<file path="config.mk">
export PLATFORM = sky130hd
export DESIGN_NAME = clkdiv_nco
export DESIGN_NICKNAME = d
export VERILOG_FILES = /design/src/rtl/clkdiv_pkg.sv /design/src/rtl/clkdiv_nco_ch.sv /design/src/rtl/clkdiv_nco.sv
export SDC_FILE = /design/constraint.sdc
export NUM_CORES = 1
export LEC_CHECK = 0
export BUFFER_PORTS_ARGS = -buffer_cell sky130_fd_sc_hd__buf_4
export CAP_MARGIN = 20
export CORE_UTILIZATION = 65
export DETAILED_ROUTE_END_ITERATION = 6
export PLACE_DENSITY = 0.82
export SLEW_MARGIN = 20
export SYNTH_ARGS = -nofsm -noshare
export SYNTH_HDL_FRONTEND = slang
export SYNTH_SLANG_ARGS = --single-unit
</file>
<file path="constraint.sdc">
create_clock -name clk -period 9.4 [get_ports clk]
set_input_delay 0.47 -clock clk [delete_from_list [all_inputs] [get_ports clk]]
set_output_delay 0.47 -clock clk [all_outputs]
set_load 0.01 [all_outputs]
</file>
<file path="src/rtl/clkdiv_pkg.sv">
// Shared constants and elaboration-time helpers for the NCO clock divider.
package clkdiv_pkg;

  localparam int ACC_W_DEF    = 32;
  localparam int CHANNELS_DEF = 4;

  function automatic int calc_ch_w(input int channels);
    return (channels > 1) ? $clog2(channels) : 1;
  endfunction

  localparam int CH_W = calc_ch_w(CHANNELS_DEF);

  // round(f1 * 2^acc_w / f0), clamped to half scale (out = f0/2)
  function automatic longint calc_inc(input longint f0, input longint f1, input int acc_w);
    longint num;
    longint inc;
    longint half;
    num  = (f1 << acc_w) + (f0 >> 1);
    inc  = num / f0;
    half = longint'(1) << (acc_w - 1);
    return (inc > half) ? half : inc;
  endfunction

endpackage

</file>
<file path="src/rtl/clkdiv_nco_ch.sv">
// One NCO divider channel: phase accumulator, deferred reprogramming at the
// period boundary, square-wave output and per-period strobe.
module clkdiv_nco_ch #(
  parameter int               ACC_W   = 32,
  parameter logic [ACC_W-1:0] INC_RST = '0
) (
  input  logic             clk,
  input  logic             rst,
  input  logic             wr,
  input  logic [ACC_W-1:0] wr_inc,
  input  logic             wr_en,
  output logic             out,
  output logic             tick,
  output logic             pend
);

  localparam logic [ACC_W-1:0] INC_MAX = {1'b1, {(ACC_W-1){1'b0}}};

  logic [ACC_W-1:0] acc;
  logic [ACC_W-1:0] inc;
  logic [ACC_W-1:0] pend_inc;
  logic [ACC_W-1:0] wr_inc_sat;
  logic             en;
  logic             pend_en;
  logic             carry;
  logic [ACC_W:0]   sum;

  assign sum        = {1'b0, acc} + {1'b0, inc};
  assign carry      = en & sum[ACC_W];
  assign wr_inc_sat = (wr_inc > INC_MAX) ? INC_MAX : wr_inc;
  assign out        = acc[ACC_W-1];

  always_ff @(posedge clk) begin
    if (rst) begin
      acc      <= '0;
      inc      <= INC_RST;
      en       <= 1'b1;
      pend     <= 1'b0;
      pend_inc <= '0;
      pend_en  <= 1'b0;
      tick     <= 1'b0;
    end else begin
      acc  <= en ? sum[ACC_W-1:0] : '0;
      // the wrap that disables the channel already belongs to the idle state
      tick <= carry & ~(pend & ~pend_en);
      if (pend && carry) begin
        inc  <= pend_inc;
        en   <= pend_en;
        pend <= 1'b0;
        if (!pend_en) acc <= '0;
      end
      // cfg_ready guarantees wr never coincides with a pending apply
      if (wr) begin
        if (en) begin
          pend     <= 1'b1;
          pend_inc <= wr_inc_sat;
          pend_en  <= wr_en;
        end else begin
          inc <= wr_inc_sat;
          en  <= wr_en;
        end
      end
    end
  end

endmodule

</file>
<file path="src/rtl/clkdiv_nco.sv">
// Multi-channel programmable fractional clock divider; decodes configuration
// writes onto CHANNELS independent NCO channels.
module clkdiv_nco
  import clkdiv_pkg::*;
#(
  parameter int CHANNELS = CHANNELS_DEF,
  parameter int ACC_W    = ACC_W_DEF,
  parameter int F0       = 50_000_000,
  parameter int F1       = 15_000_000
) (
  input  logic                           clk,
  input  logic                           rst,
  input  logic                           cfg_valid,
  output logic                           cfg_ready,
  input  logic [calc_ch_w(CHANNELS)-1:0] cfg_ch,
  input  logic [ACC_W-1:0]               cfg_inc,
  input  logic                           cfg_en,
  output logic [CHANNELS-1:0]            out,
  output logic [CHANNELS-1:0]            tick
);

  localparam int               CH_SEL_W = calc_ch_w(CHANNELS);
  localparam logic [ACC_W-1:0] INC_RST  = ACC_W'(calc_inc(longint'(F0), longint'(F1), ACC_W));

  logic [CHANNELS-1:0] pend;
  logic [CHANNELS-1:0] wr;

  // out-of-range selects never match a channel, so they stay ready
  always_comb begin
    cfg_ready = 1'b1;
    for (int i = 0; i < CHANNELS; i++) begin
      if (cfg_ch == CH_SEL_W'(i)) cfg_ready = ~pend[i];
    end
  end

  for (genvar g = 0; g < CHANNELS; g++) begin : g_ch
    assign wr[g] = cfg_valid & cfg_ready & (cfg_ch == CH_SEL_W'(g));

    clkdiv_nco_ch #(
      .ACC_W   (ACC_W),
      .INC_RST (INC_RST)
    ) u_ch (
      .clk    (clk),
      .rst    (rst),
      .wr     (wr[g]),
      .wr_inc (cfg_inc),
      .wr_en  (cfg_en),
      .out    (out[g]),
      .tick   (tick[g]),
      .pend   (pend[g])
    );
  end

endmodule

</file>
==> results of run 1 <==
## report_power, final
| group | leakage, nW | internal [mW] | switching, mW |
|---|---|---|---|
| registers | 3.26 | 1.88 | 0.0709 |
| clock network | 0.706 | 1.02 | 0.693 |
| logic | 5.45 | 0.552 | 0.801 |
## logic make-up (layout without fill, tap and decap cells)
logic type | Yosys count | count (layout)
compound gates | 646 | 646
xor+xnor | 102 | 102
fa+ha+maj | 132 | 132
buf+inv | 175 | 172
flops | 400 | 400
mux | 138 | 138
simple gates | 743 | 743
## metal layers
layer	global-route usage (%)	routed length, µm
met1	45.7	23100
met2	53.0	23800
met3	5.83	4520
met4	13.7	2230
met5	1.76	52
## path summary, 6_finish.rpt
kind                            slack [ps]                        end  cells past startpoint
worst max register to register        5490       g_ch[2].u_ch.inc[23]                     12
worst max-delay path                  5490       g_ch[2].u_ch.inc[23]                     12
worst min-delay path                   280            g_ch[3].u_ch.en                      3
worst min register to register         490  g_ch[1].u_ch.pend_inc[13]                      2
## sequential cells by signal (all words and copies together) (netlist names)
register and cells:
g_ch.u_ch.acc 128, g_ch.u_ch.pend_inc 128, g_ch.u_ch.pend_en 4, g_ch.u_ch.inc 128, g_ch.u_ch.en 4, g_ch.u_ch.tick 4, g_ch.u_ch.pend 4
## worst min-delay path, delay by kind of cell
| family | cells | cell delay, ps |
|---|---|---|
| AO/OA/AOI/OAI | 1 | 80 |
| AND/OR/NAND/NOR | 1 | 60 |
| buffers and inverters | 1 | 180 |
## cell usage after synthesis (21+ instances only)
library cell and instances:
mux2i_1 137, nand3_1 24, clkbuf_1 107, inv_1 43
dfxtp_1 400, a22oi_1 64, xnor2_1 61, nor2_1 433
a21o_1 73, a21oi_1 235, o21ai_0 69, nand2b_1 25
o22ai_1 61, nand2_1 119, ha_1 128, nor2b_1 25
nor3_1 30, xor2_1 41, nand4_1 21
## cell type report
| cell class | instances | area, µm² |
|---|---|---|
| timing repair buffer | 58 | 468 |
| sequential | 400 | 8010 |
| inverter | 43 | 161 |
| multi-input combinational | 1761 | 11300 |
| tap | 390 | 488 |
| clock buffer | 59 | 1270 |
| clock inverter | 12 | 154 |
| fill | 2237 | 8080 |
==> metrics.cfg, run 1 <==
[timing]
final-hold-violation-count=0
layout_min_cycle_time_ps=3910
fin_skew_ps=11.0
min_period_over_period_pct=41.6
finalMaxSlewViolations=0
setup-tns-final_ps=0
fin_ws_ps=5490
holdWs_ps=283
rsz0062_at_grt=false
relSlewSlack_pct=30.3
fmax_ghz=0.255
tightest_slew_ps=1040
setup_viol=0

[synth]
synth-seq-cells=400
avgSynthCellArea_um2=8.57
synth_top_area_share_pct=40.0
synthSimpleGateAreaFrac_pct=16.2
yosysWarnings=0
synth_compound_area_share_pct=20.3
seq_area_frac_synth_pct=40.0
yosys.cell_types.count=65
synthAdderAreaFrac_pct=8.40
synth_top_family_by_area=compound AO/OA/AOI/OAI gates
synthMuxAreaShare_pct=6.97
yosys_most_used_dff=dfxtp_1
synthCells=2336
synth_xor_area_share_pct=4.47
synthArstFlopShare_pct=0
synth_edf_count=0
synth_area_mm2=0.0200
syn_nets=2506
synth_area_leaders=dfxtp_1 40%, nor2_1 8.1%, ha_1 8.0%
yosysTopAreaCell=dfxtp_1

[critical_path]
cp_cell_sequence=ha_1 > inv_1 > fa_1 > nor2b_1 > o31a_1 > o31ai_1 > o221ai_1 > a21oi_1 > o21ai_0 > and2_2 > mux2i_1 > a22oi_1
slowest_delay_ps=900
crit_arrival_ps=4290
crit_family=compound AO/OA/AOI/OAI gates
r2r_start=g_ch[2].u_ch.inc[0]
cp_max_fo=32
startpoint_type=flop
worstSetupPathType=flop to flop
critPathLaunch=g_ch[2].u_ch.inc[0]
crit_slowest_cell=and2_2
path_buf_inv=1
crit_required_ps=9770
cp-end-kind=flop

[finish]
final_cell_count_no_fill=2723
layout-drive-gt1-share_pct=6.47
design_area_mm2=0.0219
final_common_cell=nor2_1
fin_util_pct=73.0
nets=2476
num_antenna_cells=0
syn2layout_area_growth_pct=9.33
layout_common_cells=428 x nor2_1, 400 x dfxtp_1, 235 x a21oi_1, 137 x mux2i_1, 128 x ha_1

[place]
gp_congestion=0.913
place_hpwl_mm=36.1
placed_cell_area_mm2=0.0204
placed_cells=2650
place_ws_ps=5580
port_buffers=46

[clock_network]
clock_latency_ps=540
cts_tree=done
cts_sinks=400
post_cts_resized=0
clk_path_buf_depth=3
hold_buffers=0
cts_made_buffers=42
path_clk_slew_ps=60
htree_levels=2
cts_root_buf=clkbuf_16
post_cts_buffers=0

[route]
post_drt_wl_per_cell_um=19.7
routed_wl_mm=53.7
dr.first_iter.drc_count=1827
routed_via_density=6.33
vias=17200
antenna_left=0
dr.pass1.iters=7
drc=3

[run_status]
status=complete, but fails checks
violations=DRC

[hold_path]
hold_start=cfg_en
worstHoldPathType=primary input to flop

[floorplan]
die_h_um=177
boundaryPins=47
die-area_mm2=0.0315
fp-row-count=63
start_util_pct=66.8
die_w_um=177
coreArea_mm2=0.0300

[job]
drv_cap=0

[global_routing]
grt_usage_pct=33.7
grt_pass1_wl_mm=84.1
grt_start_max_net_pins=94
antenna_found_initial=0
grt_overflow_total=0
first_global_vias=16000

[power]
irDropWorstVdd_mv=0.166
finalPower_mw=5.01
leakage_nw=9.42
pwr_density_cell_mw_per_mm2=229

Power figures use the tool's default switching activity.
==> run 2: changes to the inputs <==
CORE_UTILIZATION = 57   (was 65)
PLACE_DENSITY = 0.77   (was 0.82)
clock period = 3.49 ns   (was 9.4 ns; I/O delays follow)
==> metrics.cfg, run 2 (synthesized netlist as in run 1, its figures left out) <==
[run_status]
status=finished clean  ; was complete, but fails checks

[place]
place_ws_ps=154  ; was 5580 ps
gp_congestion=0.900  ; was 0.913
placed_cell_area_mm2=0.0210  ; was 0.0204 mm²
port_buffers=46  ; unchanged
place_hpwl_mm=36.6  ; was 36.1 mm
placed_cells=2777  ; was 2650

[finish]
num_antenna_cells=0  ; unchanged
final_common_cell=nor2_1  ; unchanged
design_area_mm2=0.0225  ; was 0.0219 mm²
final_cell_count_no_fill=2858  ; was 2723
syn2layout_area_growth_pct=12.7  ; was 9.33%
largestRegisters=g_ch.u_ch.acc (128), g_ch.u_ch.inc (128), g_ch.u_ch.pend_inc (128)  ; unchanged
nets=2539  ; was 2476
layout_common_cells=431 x nor2_1, 400 x dfxtp_1, 234 x a21oi_1, 137 x mux2i_1, 128 x ha_1  ; was 428 x nor2_1, 400 x dfxtp_1, 235 x a21oi_1, 137 x mux2i_1, 128 x ha_1
layout-drive-gt1-share_pct=8.95  ; was 6.47%
fin_util_pct=65.3  ; was 73.0%

[timing]
setup_viol=0  ; unchanged
tightest_slew_ps=899  ; was 1040 ps
finalMaxSlewViolations=0  ; unchanged
fmax_ghz=0.302  ; was 0.255 GHz
layout_min_cycle_time_ps=3310  ; was 3910 ps
setup-tns-final_ps=0  ; unchanged
rsz0062_at_grt=false  ; unchanged
fin_ws_ps=183  ; was 5490 ps
fin_skew_ps=25.4  ; was 11.0 ps
min_period_over_period_pct=94.7  ; was 41.6%
final-hold-violation-count=0  ; unchanged
holdWs_ps=44.2  ; was 283 ps
relSlewSlack_pct=40.1  ; was 30.3%

[critical_path]
crit_arrival_ps=3690  ; was 4290 ps
cp-end-kind=flop  ; unchanged
worstSetupPathType=flop to flop  ; unchanged
slowest_delay_ps=380  ; was 900 ps
startpoint_type=flop  ; unchanged
crit_slowest_cell=o32a_1  ; was and2_2
crit_required_ps=3880  ; was 9770 ps
crit_top_cell=a211o_1
cp_cell_sequence=ha_1 > inv_1 > fa_2 > nor2b_4 > o31a_1 > o32a_1 > a211o_1 > a211o_1 > a311o_1 > nand3_2 > buf_12 > mux2i_1 > a211oi_1  ; was ha_1 > inv_1 > fa_1 > nor2b_1 > o31a_1 > o31ai_1 > o221ai_1 > a21oi_1 > o21ai_0 > and2_2 > mux2i_1 > a22oi_1
cp_max_fo=28  ; was 32

[route]
routed_via_density=6.01  ; was 6.33
drc=0  ; was 3
routed_wl_mm=52.9  ; was 53.7 mm
post_drt_wl_per_cell_um=18.5  ; was 19.7 µm
antenna_left=0  ; unchanged
vias=17200  ; about the same
dr.first_iter.drc_count=1391  ; was 1827
dr.pass1.iters=6  ; was 7

[floorplan]
die_w_um=189  ; was 177 µm
boundaryPins=47  ; unchanged
coreArea_mm2=0.0345  ; was 0.0300 mm²
start_util_pct=57.9  ; was 66.8%
die_h_um=189  ; was 177 µm
die-area_mm2=0.0359  ; was 0.0315 mm²
fp-row-count=68  ; was 63

[clock_network]
clock_latency_ps=570  ; was 540 ps
cts_tree=done  ; unchanged
htree_levels=2  ; unchanged
cts_sinks=400  ; unchanged
clk_path_buf_depth=3  ; unchanged
cts_root_buf=clkbuf_16  ; unchanged
path_clk_slew_ps=60  ; about the same
cts_made_buffers=43  ; was 42

[hold_path]
worstHoldPathType=primary input to flop  ; unchanged

[global_routing]
first_global_vias=16000  ; about the same
grt_start_max_net_pins=83  ; was 94
grt_overflow_total=0  ; unchanged
grt_pass1_wl_mm=83.5  ; was 84.1 mm
antenna_found_initial=0  ; unchanged
grt_usage_pct=29.0  ; was 33.7%

[power]
irDropWorstVdd_mv=0.404  ; was 0.166 mV
pwr_density_cell_mw_per_mm2=602  ; was 229 mW/mm²
finalPower_mw=13.6  ; was 5.01 mW
leakage_nw=9.71  ; was 9.42 nW

[job]
drv_cap=0  ; unchanged

-- run 2: changes by cell type in the layout (fill, tap and decap cells not counted), moves of 3 or more --
cell,delta
nor2_2,-3
clkbuf_8,-8
nor2_1,+3
clkinvlp_4,+9
buf_4,+52
buf_12,+9
clkbuf_1,+3
-- run 2: path summary, 6_finish.rpt --
kind / startpoint / to / slack, ps / cells after the start
max: g_ch[1].u_ch.inc[0] / g_ch[1].u_ch.inc[31] / 180 / 13
min: cfg_inc[3] / g_ch[1].u_ch.inc[3] / 40 / 4
max reg2reg: g_ch[1].u_ch.inc[0] / g_ch[1].u_ch.inc[31] / 180 / 13
min reg2reg: g_ch[0].u_ch.pend_inc[15] / g_ch[0].u_ch.pend_inc[15] / 480 / 2
-- run 2: critical path: cells and delay by family, from the launching register on --
family                     cells  cell delay [ps]
muxes                          1              210
buffers and inverters          2              300
AOI/OAI and AO/OA              6             1690
DFF                            1              310
and+or+nand+nor                2              180
adders and majority gates      2              420
-- run 2: timing repair --
action | 4_1_cts | 5_1_grt
hold buffers | 2 | 0
buffers inserted | 0 | 0
gates resized for setup | 0 | 6
endpoints found under the setup margin | 0 | 59
endpoints found under the hold margin | 7 | 0
-- run 2: final cells by class --
| cell class | count | area (µm²) |
|---|---|---|
| inverter | 43 | 161 |
| clock buffer | 55 | 1190 |
| fill | 2860 | 12000 |
| sequential | 400 | 8010 |
| tap | 455 | 569 |
| clock inverter | 24 | 259 |
| multi-input combinational | 1761 | 11300 |
| timing repair buffer | 120 | 1030 |
-- run 2: layer usage --
layer	routed length, µm	part of all wire (%)	up-vias	track usage, %
li1	-	-	8376	-
met1	23600	45	8077	39.3
met2	23900	45	585	46.6
met3	3020	5.7	125	3.11
met4	2340	4.4	0	12.8
met5	0	0	-	0
-- run 2: where the power goes --
group / switching (mW) / internal, mW / total, mW
Clock: 1.99 / 2.68 / 4.67
Combinational: 2.13 / 1.54 / 3.67
Sequential: 0.182 / 5.05 / 5.24
Total: 4.30 / 9.27 / 13.6
==> run 3: changes to the inputs <==
ABC_AREA = 1   (was unset)
CORE_UTILIZATION = 58   (was 57)
PLACE_DENSITY = 0.78   (was 0.77)
==> metrics.cfg, run 3 <==
[synth]
syn_nets=3561  ; was 2506
synthArstFlopShare_pct=0  ; unchanged
yosysMostFrequentCell=nand2_1  ; was nor2_1
synth_area_leaders=dfxtp_1 35%, nand2_1 12%, a21oi_1 8.2%  ; was dfxtp_1 40%, nor2_1 8.1%, ha_1 8.0%
yosys.cell_types.count=41  ; was 65
synth-seq-cells=400  ; unchanged
synth_top_area_share_pct=34.7  ; was 40.0%
yosysTopAreaCell=dfxtp_1  ; unchanged
synth_area_mm2=0.0231  ; was 0.0200 mm²
avgSynthCellArea_um2=6.80  ; was 8.57 µm²
yosysWarnings=0  ; unchanged
yosys_most_used_dff=dfxtp_1  ; unchanged
yosys-top-cells-count=762 x nand2_1, 441 x inv_1, 400 x dfxtp_1, 377 x a21oi_1, 292 x nor2_1  ; was 433 x nor2_1, 400 x dfxtp_1, 235 x a21oi_1, 137 x mux2i_1, 128 x ha_1
synthCells=3391  ; was 2336
seq_area_frac_synth_pct=34.7  ; was 40.0%
synth_edf_count=0  ; unchanged

[place]
place_hpwl_mm=46.5  ; was 36.6 mm
port_buffers=46  ; unchanged
gp_congestion=0.991  ; was 0.900
placed_cells=3824  ; was 2777

[timing]
fin_skew_ps=22.8  ; was 25.4 ps
setup-tns-final_ps=0  ; unchanged
min_period_over_period_pct=81.4  ; was 94.7%
final-hold-violation-count=0  ; unchanged
layout_min_cycle_time_ps=2840  ; was 3310 ps
fmax_ghz=0.352  ; was 0.302 GHz
tightest_slew_ps=822  ; was 899 ps
setup_viol=0  ; unchanged
finalMaxSlewViolations=0  ; unchanged
relSlewSlack_pct=45.1  ; was 40.1%
rsz0062_at_grt=false  ; unchanged

[finish]
nets=3524  ; was 2539
fin_util_pct=63.9  ; was 65.3%
layout_common_cells=762 x nand2_1, 440 x inv_1, 400 x dfxtp_1, 377 x a21oi_1, 292 x nor2_1  ; was 431 x nor2_1, 400 x dfxtp_1, 234 x a21oi_1, 137 x mux2i_1, 128 x ha_1
syn2layout_area_growth_pct=7.85  ; was 12.7%
num_antenna_cells=0  ; unchanged
n_fill_cell=3595  ; was 2860
final_cell_count_no_fill=3902  ; was 2858
final_common_cell=nand2_1  ; was nor2_1
layout-drive-gt1-share_pct=5.82  ; was 8.95%
largestRegisters=g_ch.u_ch.acc (128), g_ch.u_ch.inc (128), g_ch.u_ch.pend_inc (128)  ; unchanged

[route]
routed_via_density=5.69  ; was 6.01
vias=22200  ; was 17200
post_drt_wl_per_cell_um=16.9  ; was 18.5 µm
drc=2  ; was 0
dr.first_iter.drc_count=1896  ; was 1391
antenna_left=0  ; unchanged
dr.pass1.iters=7  ; was 6
routed_wl_mm=66.0  ; was 52.9 mm

[hold_path]
worstHoldPathType=primary input to flop  ; unchanged
hold_start=cfg_en  ; was cfg_inc[3]
hold-path-endpoint=g_ch[2].u_ch.en  ; was g_ch[1].u_ch.inc[3]
min_path_cells=3  ; was 4

[floorplan]
die_w_um=201  ; was 189 µm
die_h_um=201  ; was 189 µm
die-area_mm2=0.0405  ; was 0.0359 mm²
boundaryPins=47  ; unchanged
coreArea_mm2=0.0389  ; was 0.0345 mm²
start_util_pct=59.2  ; was 57.9%
fp-row-count=72  ; was 68

[clock_network]
htree_levels=2  ; unchanged
cts_made_buffers=45  ; was 43
cts_sinks=400  ; unchanged
cts_root_buf=clkbuf_16  ; unchanged
clock_latency_ps=580  ; was 570 ps
clk_path_buf_depth=3  ; unchanged
cts_tree=done  ; unchanged
post_cts_resized=0  ; unchanged
path_clk_slew_ps=60  ; about the same
post_cts_buffers=0  ; unchanged

[job]
drv_cap=0  ; unchanged

[global_routing]
first_global_vias=20700  ; was 16000
grt_usage_pct=32.0  ; was 29.0%
grt_start_max_net_pins=68  ; was 83
grt_overflow_total=0  ; unchanged
grt_pass1_wl_mm=106  ; was 83.5 mm
antenna_found_initial=0  ; unchanged

[power]
leakage_nw=12.3  ; was 9.71 nW
irDropWorstVdd_mv=0.619  ; was 0.404 mV
pwr_density_cell_mw_per_mm2=551  ; was 602 mW/mm²

[critical_path]
cp_max_fo=27  ; was 28
r2r_slack_ps=650  ; was 180 ps
critPathLaunch=g_ch[1].u_ch.inc[0]  ; unchanged
worstSetupPathType=flop to flop  ; unchanged
crit_arrival_ps=3250  ; was 3690 ps
crit_required_ps=3900  ; was 3880 ps
cp-end-kind=flop  ; unchanged
worst_r2r_path_depth=15  ; was 13
r2r_start=g_ch[1].u_ch.inc[0]  ; unchanged
r2r_end=g_ch[1].u_ch.tick  ; was g_ch[1].u_ch.inc[31]
startpoint_type=flop  ; unchanged

[run_status]
violations=DRC
status=complete, but fails checks  ; was finished clean

[run 3: changes by cell type after synthesis, sizes merged, moves of 110 or more]
cell   delta
nand4   +110
a21oi   +143
nand3   +171
nand2   +652
mux2i   -137
inv     +403
o21ai   +184
nor2    -133
[run 3: layout make-up]
cell class	count	area [µm²]	area share, %
clock buffer	58	1240	5.01
clock inverter	19	145	0.584
inverter	446	1680	6.74
multi-input combinational	2383	12600	50.5
sequential	400	8010	32.2
timing repair buffer	78	588	2.37
tap	518	648	2.61
[run 3: cells by family (layout without fill, tap and decap cells)]
group	count (synthesis)	in the layout	share of synthesized area, %
and+or+nand+nor	1469	1469	28.0
AOI/OAI and AO/OA	699	699	15.9
buffers and inverters	608	601	10.9
DFF	400	400	34.7
adders and majority gates	132	132	7.29
xor gates and xnor gates	83	83	3.15
[run 3: power breakdown]
group,internal (mW),switching [mW]
logic,1.39,2.47
clock network,2.59,1.97
registers,5.09,0.199
total,9.06,4.64
[run 3: per-stage QoR]
stage	worst slack [ps]	area [µm²]	power (mW)	hold WS, ps
final	650	24900	13.7	66.2
after global routing	370	24900	14.4	79.1
after CTS	656	24900	13.7	65.9
after detailed placement	668	23500	9.15	527
after global placement	715	23500	9.06	520
after floorplan	1390	23100	8.24	320
[run 3: repair_timing]
item | in CTS | in global routing
setup endpoints to repair | 0 | 0
hold buffers | 1 | 0
endpoints found under the hold margin | 2 | 0
[run 3: worst max-delay path by stage]
stage                      endpoint  cells past startpoint  slack [ps]
6_report          g_ch[1].u_ch.tick                     15         650
5_1_grt        g_ch[3].u_ch.inc[12]                     18         370
4_1_cts        g_ch[2].u_ch.acc[10]                     16         660
3_5_place_dp    g_ch[2].u_ch.acc[7]                     16         670
3_3_place_gp   g_ch[2].u_ch.acc[10]                     16         710
2_1_floorplan  g_ch[0].u_ch.inc[12]                     18        1390
[run 3: worst max-delay path: stages, from the launching register on]
cell	delay (ps)
dfxtp_1	360
ha_1	180
inv_1	50
fa_1	350
inv_1	70
nand2_1	60
nand2_1	90
nand3_1	70
nand2_1	150
nand2_1	90
nand2_2	110
nand2_1	100
nand2_4	140
buf_4	320
nand2_1	120
nor3_1	420
[run 3: per-layer routing]
| layer | track usage (%) | part of all wire, % | wire [µm] |
|---|---|---|---|
| met1 | 42.4 | 43 | 28300 |
| met4 | 14.9 | 4.4 | 2880 |
| met2 | 51.5 | 45 | 29600 |
| met3 | 4.23 | 7.8 | 5150 |
| met5 | 1.07 | 0.10 | 67 |
